**config.mk**
```make
export PLATFORM = sky130hd
export DESIGN_NAME = muldiv_unit
export DESIGN_NICKNAME = d
export VERILOG_FILES = /design/src/rtl/muldiv_unit_pkg.sv /design/src/rtl/muldiv_step.sv /design/src/rtl/muldiv_unit.sv
export SDC_FILE = /design/constraint.sdc
export NUM_CORES = 1
export LEC_CHECK = 0
export ABC_AREA = 1
export CORE_AREA = 2 2 307 187
export DETAILED_ROUTE_END_ITERATION = 7
export DIE_AREA = 0 0 309 189
export MAX_ROUTING_LAYER = met4
export PLACE_DENSITY = 0.49
export SLEW_MARGIN = 20
export SYNTH_ARGS = -nofsm -noshare
export SYNTH_HDL_FRONTEND = slang
export SYNTH_SLANG_ARGS = --single-unit
```
**constraint.sdc**
```tcl
create_clock -name clk -period 3.1 [get_ports clk]
set_clock_uncertainty 0.1 [all_clocks]
set_input_delay 0.465 -clock clk [delete_from_list [all_inputs] [get_ports clk]]
set_output_delay 0.465 -clock clk [all_outputs]
set_load 0.02 [all_outputs]
```
**src/rtl/muldiv_unit_pkg.sv**
```systemverilog
// muldiv_unit_pkg: op codes and FSM state encoding shared by the HI/LO multiply/divide unit.
package muldiv_unit_pkg;
  localparam logic [2:0] MD_MULT  = 3'd0;
  localparam logic [2:0] MD_MULTU = 3'd1;
  localparam logic [2:0] MD_DIV   = 3'd2;
  localparam logic [2:0] MD_DIVU  = 3'd3;
  localparam logic [2:0] MD_MTHI  = 3'd4;
  localparam logic [2:0] MD_MTLO  = 3'd5;
  typedef enum logic [1:0] {IDLE, CALC, FIX} md_state_t;
endpackage

```
**src/rtl/muldiv_step.sv**
```systemverilog
// muldiv_step: one radix-2 iteration, shift-add multiply (mode_i=0) or restoring divide (mode_i=1).
module muldiv_step #(
  parameter int WIDTH = 32
) (
  input  logic               mode_i,
  input  logic [2*WIDTH-1:0] acc_i,
  input  logic [WIDTH-1:0]   opd_i,
  output logic [2*WIDTH-1:0] acc_o
);
  logic [WIDTH:0] sum, rem, diff;
  logic           ge;
  always_comb begin
    sum   = {1'b0, acc_i[2*WIDTH-1:WIDTH]} + (acc_i[0] ? {1'b0, opd_i} : '0);
    // shifted partial remainder needs one extra bit before the compare
    rem   = acc_i[2*WIDTH-1:WIDTH-1];
    diff  = rem - {1'b0, opd_i};
    ge    = !diff[WIDTH];
    acc_o = mode_i ? {ge ? diff[WIDTH-1:0] : rem[WIDTH-1:0], acc_i[WIDTH-2:0], ge}
                   : {sum, acc_i[WIDTH-1:1]};
  end
endmodule

```
**src/rtl/muldiv_unit.sv**
```systemverilog
// muldiv_unit: iterative MULT/MULTU/DIV/DIVU/MTHI/MTLO unit owning HI/LO, with busy/done handshake.
module muldiv_unit
  import muldiv_unit_pkg::*;
#(
  parameter int WIDTH = 32,
  parameter int CNT_W = 6
) (
  input  logic             clk,
  input  logic             reset,
  input  logic             start,
  input  logic [2:0]       op,
  input  logic [WIDTH-1:0] a,
  input  logic [WIDTH-1:0] b,
  input  logic             flush,
  output logic             busy,
  output logic             done,
  output logic             div0,
  output logic [WIDTH-1:0] hi,
  output logic [WIDTH-1:0] lo
);
  md_state_t          state_q, state_d;
  logic [CNT_W-1:0]   cnt_q, cnt_d;
  logic [2*WIDTH-1:0] acc_q, acc_d, step, prod;
  logic [WIDTH-1:0]   opd_q, opd_d, hi_q, hi_d, lo_q, lo_d, abs_a, abs_b, quo, rmd;
  logic               div_q, div_d, neg_q, neg_d, rneg_q, rneg_d, bz_q, bz_d;
  logic               done_q, done_d, div0_q, div0_d, sgn, a_neg, b_neg, is_div;

  muldiv_step #(.WIDTH(WIDTH)) u_step (
    .mode_i (div_q),
    .acc_i  (acc_q),
    .opd_i  (opd_q),
    .acc_o  (step)
  );

  always_comb begin
    sgn    = (op == MD_MULT) || (op == MD_DIV);
    is_div = (op == MD_DIV) || (op == MD_DIVU);
    a_neg  = sgn & a[WIDTH-1];
    b_neg  = sgn & b[WIDTH-1];
    abs_a  = a_neg ? -a : a;
    abs_b  = b_neg ? -b : b;
    prod   = neg_q ? -acc_q : acc_q;
    // divide by zero leaves |a| as remainder, so the dividend sign restores hi=a
    quo    = bz_q ? '1 : (neg_q ? -acc_q[WIDTH-1:0] : acc_q[WIDTH-1:0]);
    rmd    = rneg_q ? -acc_q[2*WIDTH-1:WIDTH] : acc_q[2*WIDTH-1:WIDTH];
    state_d = state_q;
    cnt_d   = cnt_q;
    acc_d   = acc_q;
    opd_d   = opd_q;
    hi_d    = hi_q;
    lo_d    = lo_q;
    div_d   = div_q;
    neg_d   = neg_q;
    rneg_d  = rneg_q;
    bz_d    = bz_q;
    div0_d  = div0_q;
    done_d  = 1'b0;
    case (state_q)
      IDLE: if (start && !flush) begin
        hi_d = (op == MD_MTHI) ? a : hi_q;
        lo_d = (op == MD_MTLO) ? a : lo_q;
        if (!op[2]) begin
          state_d = CALC;
          cnt_d   = CNT_W'(WIDTH);
          div_d   = is_div;
          neg_d   = a_neg ^ b_neg;
          rneg_d  = a_neg;
          bz_d    = (b == '0);
          acc_d   = {{WIDTH{1'b0}}, is_div ? abs_a : abs_b};
          opd_d   = is_div ? abs_b : abs_a;
        end
      end
      CALC: begin
        acc_d   = step;
        cnt_d   = cnt_q - CNT_W'(1);
        state_d = flush ? IDLE : (cnt_q == CNT_W'(1)) ? FIX : CALC;
      end
      FIX: begin
        state_d = IDLE;
        if (!flush) begin
          done_d = 1'b1;
          hi_d   = div_q ? rmd : prod[2*WIDTH-1:WIDTH];
          lo_d   = div_q ? quo : prod[WIDTH-1:0];
          div0_d = div_q ? bz_q : div0_q;
        end
      end
      default: state_d = IDLE;
    endcase
  end

  always_ff @(posedge clk or negedge reset) begin
    if (!reset) begin
      state_q <= IDLE;
      cnt_q   <= '0;
      acc_q   <= '0;
      opd_q   <= '0;
      hi_q    <= '0;
      lo_q    <= '0;
      div_q   <= 1'b0;
      neg_q   <= 1'b0;
      rneg_q  <= 1'b0;
      bz_q    <= 1'b0;
      done_q  <= 1'b0;
      div0_q  <= 1'b0;
    end else begin
      state_q <= state_d;
      cnt_q   <= cnt_d;
      acc_q   <= acc_d;
      opd_q   <= opd_d;
      hi_q    <= hi_d;
      lo_q    <= lo_d;
      div_q   <= div_d;
      neg_q   <= neg_d;
      rneg_q  <= rneg_d;
      bz_q    <= bz_d;
      done_q  <= done_d;
      div0_q  <= div0_d;
    end
  end

  assign busy = (state_q != IDLE);
  assign done = done_q;
  assign div0 = div0_q;
  assign hi   = hi_q;
  assign lo   = lo_q;
endmodule

```
==> results.py <==
metrics = {
    "logic_synthesis": {
        "netlist_area_mm2": 0.0182,
        "yosysUniqueCellTypes": 49,
        "synth_seq_cells": 174,
        "yosysTopAreaCell": "dfrtp_1",
        "synth_edf_count": 0,
        "yosysMostFrequentCell": "nand2_1",
        "synthCells": 3126,
        "async_flop_share_pct": 100,
        "netlist_top_cells_area": "dfrtp_1 (24%), nand2_1 (19%), nand3_1 (9.1%)",
        "yosysWarnings": 0,
        "synth_top_area_share_pct": 23.9,
        "synth_common_cells": "nand2_1 (908), inv_1 (419), nor2_1 (411)",
        "synth_fp_nets": 3269,
        "synth_seq_area_share_pct": 23.9,
        "avgSynthCellArea_um2": 5.83,
        "synthFlopType": "dfrtp_1",
    },
    "cts": {
        "cts_tree": "built",
        "cts-root-buf": "clkbuf_16",
        "path_clk_slew_ns": 0.09,
        "post-cts-setup-buffer-count": 0,
        "clock_latency_ns": 0.49,
        "cts.htree.levels": 4,
        "clock_path_buffers": 2,
        "clock_sinks": 174,
        "cts_buffers": 17,
    },
    "timing": {
        "tightest_slew_ns": 0.912,
        "max_freq_mhz": 341,
        "tns_ns": 0,
        "hold_ws_ns": 0.358,
        "rsz0062_at_grt": "false",
        "fin_crit_ns": 2.93,
        "slew_viol_final": 0,
        "min_period_over_period_pct": 94.7,
        "hold_viol_final": 0,
        "slew_headroom_pct": 39.0,
        "final-setup-viol-count": 0,
    },
    "placed_design": {
        "hpwl_um": 86500,
        "place_area_mm2": 0.0213,
        "gp_congestion": 1.02,
        "port-buffer-count": 137,
    },
    "worst_hold_path": {
        "hold_path.class": "input pin to asynchronous set/reset pin",
    },
    "drt": {
        "vias": 22480,
        "route.detailed.drc": 10,
        "avgViaCountPerCell": 5.49,
        "firstDrtPassIters": 8,
        "post_drt_wl_per_cell_um": 25.1,
        "ant_nets": 0,
        "wl_um": 103000,
        "drtIter0Drc": 3255,
    },
    "pwr": {
        "leakagePower_nw": 11.0,
        "power_density_mw_per_mm2": 918,
        "irDropWorstVdd_mv": 0.519,
        "power_mw": 20.1,
    },
    "setup_path": {
        "slowest_stage": "dfrtp_1",
        "cp.required_ns": 3.38,
        "critPathTopFamily": "simple AND/OR/NAND/NOR gates",
        "path_cells": "inv_1 > ha_1 > nand2_1 > inv_1 > nand2_1 > nand2_1 > a21oi_1 > nand2_1 > nand2_1 > nand2_1 > nand2_1 > nand2_1 > nand2_1 > nand3_1 > nand3_1 > nand2_1",
        "cp_num_buf_inv": 2,
        "crit_cells": 16,
        "max_stage_delay_ns": 0.45,
        "crit_fanout": 5,
        "path_class": "register to register",
        "worstReg2RegStart": "opd_q[12]",
        "cp-end-kind": "register",
        "crit_start": "opd_q[12]",
        "crit_path_start_kind": "register",
        "crit_top_cell": "nand2_1",
        "r2r_cells": 16,
        "worstPathArrival_ns": 3.22,
    },
    "cells_and_area": {
        "layout-drive-gt1-share_pct": 7.41,
        "fin_util_pct": 39.4,
        "final_area_mm2": 0.0219,
        "area.growth.synth_to_final_pct": 20.0,
        "final_nets": 3464,
    },
    "global_routing": {
        "antenna_found_initial": 1,
        "track_usage_pct": 36.0,
        "grt_first_pass_wirelength_um": 147000,
        "grt_max_degree": 62,
        "grt_pass1_vias": 20435,
        "gr-total-overflow": 0,
    },
    "floorplan": {
        "dieHeight_um": 189,
        "start_util_pct": 32.8,
        "core_mm2": 0.0555,
        "rows": 67,
        "chipWidth_um": 309,
        "pin_count": 138,
        "die-area_mm2": 0.0584,
    },
    "run": {
        "drv_cap": 0,
    },
    "run_status": {
        "status": "finished, violations left",
        "violations": "design-rule violations",
    },
}
area by class of cell:
class,instances,area [um^2]
inverters,429,1610
multi-input cells,2423,11800
clock inverters,12,128
well taps,759,950
diodes,1,2.50
clock buffers,19,433
fillers,6263,33600
repair buffers,276,2570
flip-flops and latches,174,4360
final timing paths:
check,end,slack [ns]
setup / recovery,acc_q[61],0.17
hold / removal,acc_q[58],0.36
setup reg to reg,acc_q[61],0.17
hold reg to reg,div0,0.40
max in group asynchronous,div_q,1.68
min in group clk,div0,0.40
flip-flops by register name, summed over array words and instances, names as in the netlist:
| register | cells |
|---|---|
| rneg_q | 1 |
| div0 | 1 |
| div_q | 1 |
| acc_q | 64 |
| opd_q | 32 |
| neg_q | 1 |
| cnt_q | 6 |
| lo | 32 |
| done | 1 |
| hi | 32 |
| bz_q | 1 |
| state_q | 2 |
repair_timing:
item / 4_1_cts / 5_1_grt
endpoints found under the hold margin: 30 / 0
setup endpoints to repair: 0 / 10
hold buffers: 1 / 0
gates resized for setup: 0 / 7
stage by stage:
| step | setup slack, ns | std cells |
|---|---|---|
| CTS | 0.200 | 4092 |
| detailed placement | 0.130 | 4060 |
| global route | 0.00403 | 4093 |
| finish | 0.166 | 4093 |
| floorplan | 0.522 | 3126 |
| global placement | 0.0696 | 4060 |
power breakdown:
group	total (mW)	internal [mW]	leakage (nW)	switching (mW)
Clock	2.28	1.13	0.271	1.16
Combinational	13.6	4.40	8.66	9.20
Sequential	4.18	3.03	2.07	1.16
Total	20.1	8.55	11.0	11.5
kinds of logic (layout without fill, tap and decap cells):
| group | after synthesis | in the layout | share of synthesized area (%) |
|---|---|---|---|
| simple gates | 1804 | 1804 | 41.7 |
| buf+inv | 529 | 736 | 11.5 |
| compound gates | 485 | 485 | 14.9 |
| flops | 174 | 174 | 23.9 |
| fa+ha+maj | 72 | 72 | 5.03 |
| xor+xnor | 62 | 62 | 2.98 |
| other cells | 0 | 1 | 0 |
layout by cell type (no fill, tap or decap), types with 17 or more instances in the layout:
cell type / n
clkdlybuf4s50_1: 136
a31oi_1: 21
dfrtp_1: 169
nand4_1: 48
nor2_1: 410
xor2_1: 46
inv_1: 419
buf_4: 126
o21ai_0: 162
ha_1: 68
nand3_1: 332
nand2_2: 17
clkbuf_16: 17
a21oi_1: 206
o211ai_1: 27
nand2_1: 908
nor3_1: 31
per-layer routing:
layer	track usage, %	vias up	wire length [um]	share of wire [%]
met4	4.20	0	907	0.88
met1	58.1	10747	52600	51
met2	41.9	1200	35800	35
met3	11.6	58	13300	13
met5	-	-	0	0
li1	-	10475	-	-
Power figures use the tool's default switching activity.
